`config.mk`:
```
export PLATFORM = sky130hd
export DESIGN_NAME = conv_mem_write_gen
export DESIGN_NICKNAME = d
export VERILOG_FILES = /design/src/rtl/conv_mem_write_gen.sv
export SDC_FILE = /design/constraint.sdc
export NUM_CORES = 1
export LEC_CHECK = 0
export CAP_MARGIN = 20
export CORE_ASPECT_RATIO = 1.25
export CORE_UTILIZATION = 59
export CTS_CLUSTER_DIAMETER = 80
export DETAILED_ROUTE_END_ITERATION = 16
export GPL_TIMING_DRIVEN = 0
export PLACE_DENSITY = 0.86
export SYNTH_ARGS = -nofsm -noshare
export SYNTH_HDL_FRONTEND = slang
export SYNTH_SLANG_ARGS = --single-unit
```
`constraint.sdc`:
```
create_clock -name clk -period 5.9 [get_ports clk]
set_clock_uncertainty 0.15 [all_clocks]
set_input_delay 1.18 -clock clk [delete_from_list [all_inputs] [get_ports clk]]
set_output_delay 1.18 -clock clk [all_outputs]
set_load 0.02 [all_outputs]
```
`src/rtl/conv_mem_write_gen.sv`:
```
`default_nettype none
// +--------------------------------------------------------------------------+
// | conv_mem_write_gen                                                       |
// | Per-channel output feature-map write-address generator with start/busy/  |
// | done handshake, programmable start delay and enable-based stalling.      |
// | Revision: 1.0                                                            |
// +--------------------------------------------------------------------------+
module conv_mem_write_gen #(
   parameter int ADDR_W         = 10,
   parameter int NUM_CH         = 2,
   parameter int CH_STRIDE      = 144,
   parameter int CYCLES_PER_PIX = 25,
   parameter int START_DELAY    = 1
) (
   input  logic                     clk,
   input  logic                     reset,
   input  logic                     start,
   input  logic                     enable,
   output logic [NUM_CH*ADDR_W-1:0] addr,
   output logic                     we,
   output logic                     busy,
   output logic                     done
);

   localparam int c_cyc_w = (CYCLES_PER_PIX > 1) ? $clog2(CYCLES_PER_PIX) : 1;
   localparam int c_pix_w = (CH_STRIDE > 1) ? $clog2(CH_STRIDE) : 1;
   localparam int c_dly_w = (START_DELAY > 0) ? $clog2(START_DELAY + 1) : 1;

   localparam logic [c_cyc_w-1:0] c_cyc_last = c_cyc_w'(CYCLES_PER_PIX - 1);
   localparam logic [c_pix_w-1:0] c_pix_last = c_pix_w'(CH_STRIDE - 1);
   localparam logic [c_dly_w-1:0] c_dly_last = c_dly_w'((START_DELAY > 0) ? START_DELAY - 1 : 0);

   localparam logic [1:0] c_st_idle  = 2'd0;
   localparam logic [1:0] c_st_delay = 2'd1;
   localparam logic [1:0] c_st_run   = 2'd2;
   localparam logic [1:0] c_st_done  = 2'd3;

   if (ADDR_W < 1 || ADDR_W > 32) begin : g_chk_addr_w
      $error("conv_mem_write_gen: ADDR_W must be in 1..32");
   end
   if (NUM_CH < 1) begin : g_chk_num_ch
      $error("conv_mem_write_gen: NUM_CH must be >= 1");
   end
   if (CH_STRIDE < 1) begin : g_chk_stride
      $error("conv_mem_write_gen: CH_STRIDE must be >= 1");
   end
   if (CYCLES_PER_PIX < 1) begin : g_chk_cpp
      $error("conv_mem_write_gen: CYCLES_PER_PIX must be >= 1");
   end
   if (START_DELAY < 0) begin : g_chk_delay
      $error("conv_mem_write_gen: START_DELAY must be >= 0");
   end
   if ((64'(NUM_CH) * 64'(CH_STRIDE)) > (64'd1 << ADDR_W)) begin : g_chk_fit
      $error("conv_mem_write_gen: NUM_CH*CH_STRIDE exceeds the address space");
   end

   logic [1:0]         r_state;
   logic [1:0]         w_state_nxt;
   logic [c_cyc_w-1:0] r_cyc;
   logic [c_pix_w-1:0] r_pix;
   logic [c_dly_w-1:0] r_dly;
   logic               w_load;
   logic               w_step;
   logic               w_last_pix;

   assign w_load     = ((r_state == c_st_idle) || (r_state == c_st_done)) && start;
   assign w_last_pix = (r_pix == c_pix_last);
   assign w_step     = we && !w_last_pix;

   always_ff @(posedge clk or posedge reset) begin
      if (reset) begin
         r_state <= c_st_idle;
      end else begin
         r_state <= w_state_nxt;
      end
   end

   always_comb begin
      w_state_nxt = r_state;
      case (r_state)
         c_st_idle, c_st_done: begin
            if (start) begin
               w_state_nxt = (START_DELAY == 0) ? c_st_run : c_st_delay;
            end
         end
         c_st_delay: begin
            if (enable && (r_dly == c_dly_last)) begin
               w_state_nxt = c_st_run;
            end
         end
         c_st_run: begin
            if (we && w_last_pix) begin
               w_state_nxt = c_st_done;
            end
         end
         default: w_state_nxt = c_st_idle;
      endcase
   end

   always_comb begin
      we   = (r_state == c_st_run) && enable && (r_cyc == c_cyc_last);
      busy = (r_state == c_st_delay) || (r_state == c_st_run);
      done = (r_state == c_st_done);
   end

   always_ff @(posedge clk or posedge reset) begin
      if (reset) begin
         r_cyc <= '0;
         r_pix <= '0;
         r_dly <= '0;
      end else if (w_load) begin
         r_cyc <= '0;
         r_pix <= '0;
         r_dly <= '0;
      end else begin
         if ((r_state == c_st_delay) && enable) begin
            r_dly <= r_dly + c_dly_w'(1);
         end
         if ((r_state == c_st_run) && enable) begin
            if (we) begin
               r_cyc <= '0;
               if (!w_last_pix) begin
                  r_pix <= r_pix + c_pix_w'(1);
               end
            end else begin
               r_cyc <= r_cyc + c_cyc_w'(1);
            end
         end
      end
   end

   // The final pixel leaves each lane at its last address, which DONE then holds.
   for (genvar ch = 0; ch < NUM_CH; ch++) begin : g_lane
      localparam logic [ADDR_W-1:0] c_base = ADDR_W'(ch * CH_STRIDE);
      logic [ADDR_W-1:0] r_lane;

      always_ff @(posedge clk or posedge reset) begin
         if (reset) begin
            r_lane <= c_base;
         end else if (w_load) begin
            r_lane <= c_base;
         end else if (w_step) begin
            r_lane <= r_lane + ADDR_W'(1);
         end
      end

      assign addr[ch*ADDR_W +: ADDR_W] = r_lane;
   end

endmodule
`default_nettype wire

```
==> impl_metrics.csv, run 1 <==
group,metric,value,unit
global_route,grt_max_degree,15,
drt,via_count,1885,
cts,htreeDepth,2,
drt,drc,0,
yosys,synth-simple-area-share,24.8,%
sta,finalHoldViolations,0,
cts,cts.clk_slew.worst_paths,0.07,ns
final_layout,syn2layout_area_growth,20.4,%
critical_path,cp-start-kind,"input port",
sta,fin_hold_ws,0.389,ns
yosys,synth-adder-area-share,5.38,%
worst_hold_path,hp-class,"reg -> reg",
final_layout,drive_gt1_share,9.30,%
sta,setup_violations,0,
drt,final_antenna_net_count,0,
drt,wl,5.07,mm
placed_design,place_congestion,0.838,
cts,postCtsHoldBufs,0,
cts,cts_resized,0,
yosys,synth-xor-area-share,2.09,%
yosys,synth_mux_area_share,1.43,%
worst_hold_path,hold_path_depth,2,
critical_path,crit_top_cell,"clkdlybuf4s50_1",
placed_design,portBuffers,26,
critical_path,cpMaxStageDelayCell,"clkdlybuf4s50_1",
floorplan,coreArea,3280,um^2
drt,wire_per_inst,17.2,um
drt,first_pass_iters,4,
sta,slew_violations,0,
yosys,synth_edf_count,0,
critical_path,rrSetupSlack,3.53,ns
power_and_ir_drop,cellLeakagePower,1.07,nW
cts,cts_tree,"yes",
critical_path,endpoint_kind,"primary output",
yosys,synth_area_leaders,"dfrtp_1, ha_1, a21oi_1",
yosys,synth_top_family_by_area,"simple AND/OR/NAND/NOR gates",
floorplan,die_w,55.3,um
final_layout,nets,270,
yosys,synthCells,222,
yosys,synth-seq-cells,36,
yosys,yosysTopAreaCell,"dfrtp_1",
drt,drt_iter0_markers,108,
floorplan,initial_utilization,63.8,%
global_route,grt_use_total,28.6,%
critical_path,rr_worst_depth,8,
sta,maxSlewHeadroom,64.6,%
yosys,synthArstFlopShare,100,%
global_route,grt_pass1_wl,8.40,mm
critical_path,worstPathArrival,3.33,ns
global_route,grt.overflow.total,0,
yosys,synth.cell_area,2090,um^2
cts,cts_setup_buffers,0,
cts,clk_latency,0.29,ns
yosys,synthesis.nets,235,
critical_path,r2r_end,"g_lane[0].r_lane[4]$_DFFE_PP0P_",
placed_design,dp_slack,1.26,ns
flow_run,maxCapViolations,0,
sta,tns,0,ns
critical_path,reg2reg_from,"r_state[0]$_DFFE_PP0P_",
floorplan,die_h,68.6,um
sta,finalWorstSetupSlack,1.24,ns
final_layout,fillers,247,
critical_path,path_class,"in -> out",
final_layout,layout.cells.non_filler,295,
yosys,yosysWarnings,0,
worst_hold_path,min_to,"g_lane[1].r_lane[7]$_DFFE_PP1P_",
cts,cts_inserted_buffers,5,
final_layout,fin_util,76.8,%
sta,rsz0062_at_grt,"no",
global_route,antenna_found_initial,0,
floorplan,io_pins,27,
power_and_ir_drop,cellPowerDensity,272,nW/um^2
yosys,synth_cell_types,44,
yosys,netlist.area_leader.share,40.6,%
cts,clk_path_buf_depth,2,
final_layout,n_antenna_cell,0,
sta,tightest_slew,0.531,ns
sta,max_freq,0.215,GHz
critical_path,worstPathMaxFanout,10,
cts,cts_sinks,36,
critical_path,cpPeakStageDelay,0.65,ns
yosys,ys_dominant_reg_cell,"dfrtp_1",
cts,cts-root-buf,"clkbuf_8",
critical_path,required,4.57,ns
sta,timing.final.crit_share,78.9,%
drt,via_per_inst,6.39,
critical_path,worstPathCellList,"clkdlybuf4s50_1, nand3_2, or2_4, inv_1, buf_2, clkdlybuf4s50_1",
yosys,avgSynthCellArea,9.43,um^2
global_route,grt_pass1_vias,1851,
power_and_ir_drop,ir_drop,292,uV
floorplan,rows,23,
placed_design,dpl.hpwl,3.55,mm
floorplan,die-area,3790,um^2
run_status,outcome,"complete, no violations",
worst_hold_path,hp-start,"g_lane[1].r_lane[7]$_DFFE_PP1P_",
yosys,synth_compound_area_share,17.7,%
yosys,ys_seq_area_share,43.2,%
sta,fin_crit,4.66,ns
placed_design,dp_cells,287,
[cells by family after synthesis]
logic type	count (synthesis)
AOI/OAI and AO/OA	56
xor gates and xnor gates	5
adders and majority gates	9
buffers and inverters	24
DFF	36
muxes	3
and+or+nand+nor	89
[critical path, delay by kind of cell]
family        cells  cell delay [ns]
buf+inv           4             1.68
simple gates      2             0.47
[per-layer routing]
| metal | vias to the layer above | GRT usage [%] | part of all wire [%] |
|---|---|---|---|
| li1 | 908 | - | - |
| met1 | 911 | 32.3 | 42 |
| met2 | 55 | 52.3 | 53 |
| met3 | 11 | 5.22 | 3.8 |
| met4 | 0 | 15.0 | 1.8 |
| met5 | - | 0 | 0 |
[registers in the layout (all words and copies together) (netlist names)]
name and flops:
r_dly 1, r_cyc 5, g_lane.r_lane 20, r_pix 8, r_state 2
[final cells by class]
class | count | area (um^2) | area share, %
Tap cell | 37 | 46.3 | 1.84
Inverter | 11 | 41.3 | 1.64
Timing Repair Buffer | 28 | 290 | 11.5
Clock buffer | 8 | 90.1 | 3.57
Multi-Input combinational cell | 162 | 1080 | 42.7
Sequential cell | 36 | 903 | 35.8
Buffer | 13 | 72.6 | 2.88
[how the worst max path moves through the flow]
stage            from  endpoint  slack, ns
3_5_place_dp   enable        we       1.26
5_1_grt        enable        we       1.17
3_3_place_gp   enable        we       1.28
2_1_floorplan  enable        we       2.67
6_report       enable        we       1.24
4_1_cts        enable        we       1.25
[report_power, final]
group / leakage [nW] / switching [mW] / internal (mW)
Combinational: 0.539 / 0.139 / 0.0796
Sequential: 0.487 / 0.0188 / 0.264
Clock: 0.0455 / 0.0876 / 0.0953
[placed cells by master, fill, tap and decap left out, types with 2 or more instances in the layout]
master           count
a21o_1               2
a21oi_1             20
a31o_2               2
a31oi_1              2
a41o_1               2
and3_1               7
and4_1               2
buf_2                4
buf_6                2
buf_8                2
clkbuf_1             8
clkbuf_8             6
clkdlybuf4s50_1     26
dfrtp_1             34
dfstp_2              2
ha_1                 9
inv_1               11
mux2i_1              3
nand2_1             15
nand2b_1             5
nand3_1             15
nand4_1             11
nor2_1               8
nor4_1               3
o21ai_0              6
o21ai_1              3
o311ai_0             2
o31ai_1             11
or3_1                3
or4_1               12
xnor2_1              2
xor2_1               3
[cells in the mapped netlist, types with 3 or more instances]
| cell type | count |
|---|---|
| or4_1 | 12 |
| o21ai_1 | 3 |
| clkbuf_1 | 6 |
| ha_1 | 9 |
| mux2i_1 | 3 |
| nand4_1 | 11 |
| or3_1 | 3 |
| a21oi_1 | 20 |
| xor2_1 | 3 |
| nand3_1 | 15 |
| nor2_1 | 8 |
| o31ai_1 | 11 |
| buf_2 | 4 |
| o21ai_0 | 6 |
| nand2_1 | 15 |
| nor4_1 | 3 |
| nand2b_1 | 5 |
| dfrtp_1 | 34 |
| and3_1 | 7 |
| inv_1 | 11 |
[stage by stage]
stage | cell area, um^2 | power, mW
finish | 2520 | 0.685
global route | 2520 | 0.723
CTS | 2520 | 0.685
detailed placement | 2430 | 0.503
global placement | 2400 | 0.493
floorplan | 2090 | 0.434
No activity file was read; power rests on OpenSTA's default activity.
==> run 2, diff against run 1 <==
--- a/config.mk
+++ b/config.mk
@@ -7,11 +7,11 @@
 export LEC_CHECK = 0
 export CAP_MARGIN = 20
 export CORE_ASPECT_RATIO = 1.25
-export CORE_UTILIZATION = 59
+export CORE_UTILIZATION = 55
 export CTS_CLUSTER_DIAMETER = 80
 export DETAILED_ROUTE_END_ITERATION = 16
 export GPL_TIMING_DRIVEN = 0
-export PLACE_DENSITY = 0.86
+export PLACE_DENSITY = 0.81
 export SYNTH_ARGS = -nofsm -noshare
 export SYNTH_HDL_FRONTEND = slang
 export SYNTH_SLANG_ARGS = --single-unit
==> constraint.sdc (replaced) <==
create_clock -name clk -period 4.5 [get_ports clk]
set_clock_uncertainty 0.15 [all_clocks]
set_input_delay 0.9 -clock clk [delete_from_list [all_inputs] [get_ports clk]]
set_output_delay 0.9 -clock clk [all_outputs]
set_load 0.02 [all_outputs]
==> impl_metrics.csv, run 2 (synthesized netlist as in run 1, its figures left out) <==
group,metric,value,unit
global_route,antenna_found_initial,0,
power_and_ir_drop,cellPowerDensity,356,nW/um^2
drt,drc,2,
sta,slew_violations,0,
cts,cts-root-buf,"clkbuf_8",
cts,cts.clk_slew.worst_paths,0.07,ns
final_layout,syn2layout_area_growth,20.5,%
flow_run,maxCapViolations,0,
power_and_ir_drop,pwr-share-clk,26.9,%
drt,via_per_inst,6.40,
sta,tns,0,ns
sta,timing.final.crit_share,90.9,%
critical_path,worstPathMaxFanout,10,
cts,clk_latency,0.30,ns
power_and_ir_drop,pwr-share-seq,41.2,%
placed_design,dp_cells,288,
placed_design,place_congestion,0.831,
floorplan,io_pins,27,
final_layout,top_regs,"g_lane.r_lane (20), r_pix (8), r_cyc (5)",
cts,cts_inserted_buffers,5,
critical_path,path_class,"in -> out",
critical_path,cp-start-kind,"input port",
power_and_ir_drop,p_sw_share,36.3,%
floorplan,die_w,57.2,um
sta,setup_violations,0,
critical_path,cpPeakStageDelay,0.64,ns
worst_hold_path,hp-start,"g_lane[1].r_lane[7]$_DFFE_PP1P_",
power_and_ir_drop,switchingPower,326,uW
sta,max_freq,0.244,GHz
sta,finalHoldViolations,0,
floorplan,rows,24,
floorplan,coreArea,3570,um^2
sta,rsz0062_at_grt,"no",
drt,first_pass_iters,10,
drt,via_count,1894,
drt,wire_per_inst,16.6,um
final_layout,layout_common_cells,"dfrtp_1, clkdlybuf4s50_1, a21oi_1",
final_layout,top_register,"g_lane.r_lane",
final_layout,fin_util,70.6,%
final_layout,final_common_cell,"dfrtp_1",
sta,tightest_slew,0.625,ns
floorplan,die-area,4060,um^2
placed_design,dpl.hpwl,3.45,mm
critical_path,startpoint,"enable",
power_and_ir_drop,internal-power,573,uW
critical_path,required,3.45,ns
critical_path,worstPathArrival,3.04,ns
cts,cts_tree,"yes",
critical_path,cpMaxStageDelayCell,"clkdlybuf4s50_1",
power_and_ir_drop,cellLeakagePower,1.07,nW
final_layout,nets,269,
global_route,grt.overflow.total,0,
power_and_ir_drop,ir_drop,282,uV
critical_path,worstPathCellList,"clkdlybuf4s50_1, nand3_2, or2_4, inv_1, buf_2, clkdlybuf4s50_1",
run_status,outcome,"complete, but fails checks",
final_layout,drive_gt1_share,9.73,%
critical_path,crit_top_cell,"clkdlybuf4s50_1",
cts,postCtsHoldBufs,0,
floorplan,die_h,71.0,um
final_layout,layout.cells.non_filler,296,
drt,wl,4.92,mm
cts,htreeDepth,2,
sta,fin_crit,4.09,ns
cts,cts_sinks,36,
placed_design,portBuffers,26,
critical_path,reg2reg_from,"r_state[0]$_DFFE_PP0P_",
drt,drt_iter0_markers,128,
critical_path,endpoint_kind,"primary output",
power_and_ir_drop,combPwrFrac,31.9,%
global_route,grt_pass1_wl,8.43,mm
worst_hold_path,hp-class,"reg -> reg",
floorplan,initial_utilization,58.6,%
sta,maxSlewHeadroom,58.3,%
global_route,grt_use_total,26.9,%
drt,final_antenna_net_count,0,
run_status,violations,"DRC",
final_layout,largest_reg_flops,20,
cts,cts_resized,0,
global_route,grt_max_degree,23,
final_layout,n_antenna_cell,0,
cts,clk_path_buf_depth,2,
cts,cts_setup_buffers,0,
global_route,grt_pass1_vias,1811,
[run 2: cell count changes in the layout (fill, tap and decap cells not counted), sizes merged]
cell    before  now
clkbuf      14   12
clkinv       0    2
buf          9    8
[run 2: final cells by class]
cell class	count	area [um^2]
Tap cell	39	48.8
Clock inverter	2	10.0
Timing Repair Buffer	27	288
Fill cell	269	1050
Inverter	11	41.3
Buffer	13	72.6
Multi-Input combinational cell	162	1080
Clock buffer	6	82.6
Sequential cell	36	903
[run 2: routing by layer]
layer	share of wire [%]	track usage [%]	vias to the layer above
met1	43	33.8	927
met2	51	44.7	55
li1	-	-	904
met5	0	0	-
met4	1.8	11.7	0
met3	3.7	5.67	8
[run 2: metrics by stage]
| stage | hold slack, ns | worst slack [ns] | power [mW] | cell area (um^2) |
|---|---|---|---|---|
| after floorplan | 0.339 | 1.83 | 0.569 | 2090 |
| after global placement | 0.364 | 0.427 | 0.650 | 2400 |
| after detailed placement | 0.365 | 0.420 | 0.658 | 2430 |
| after CTS | 0.377 | 0.416 | 0.900 | 2520 |
| after global routing | 0.426 | 0.295 | 0.952 | 2520 |
| final | 0.377 | 0.409 | 0.898 | 2520 |
[run 2: worst paths after layout]
kind,to,slack [ns],cells after the start
min,g_lane[1].r_lane[7]$_DFFE_PP1P_,0.38,2
min in group asynchronous,g_lane[0].r_lane[5]$_DFFE_PP0P_,0.83,2
max in group asynchronous,g_lane[1].r_lane[4]$_DFFE_PP1P_,2.75,3
max reg2reg,g_lane[0].r_lane[7]$_DFFE_PP0P_,2.14,8
max,we,0.41,6
min reg2reg,g_lane[1].r_lane[7]$_DFFE_PP1P_,0.38,2
[run 2: power by group through the flow]
stage | logic [mW] | registers (mW) | clock network, mW
2_1_floorplan | 0.199 | 0.370 | 0
3_3_place_gp | 0.275 | 0.375 | 0
3_5_place_dp | 0.283 | 0.375 | 0
4_1_cts | 0.285 | 0.370 | 0.245
6_report | 0.286 | 0.370 | 0.242
5_1_grt | 0.321 | 0.373 | 0.258
[run 2: worst max-delay path: cells and delay by family]
kind                   cells  cell delay (ns)
and+or+nand+nor            2             0.46
buffers and inverters      4             1.69
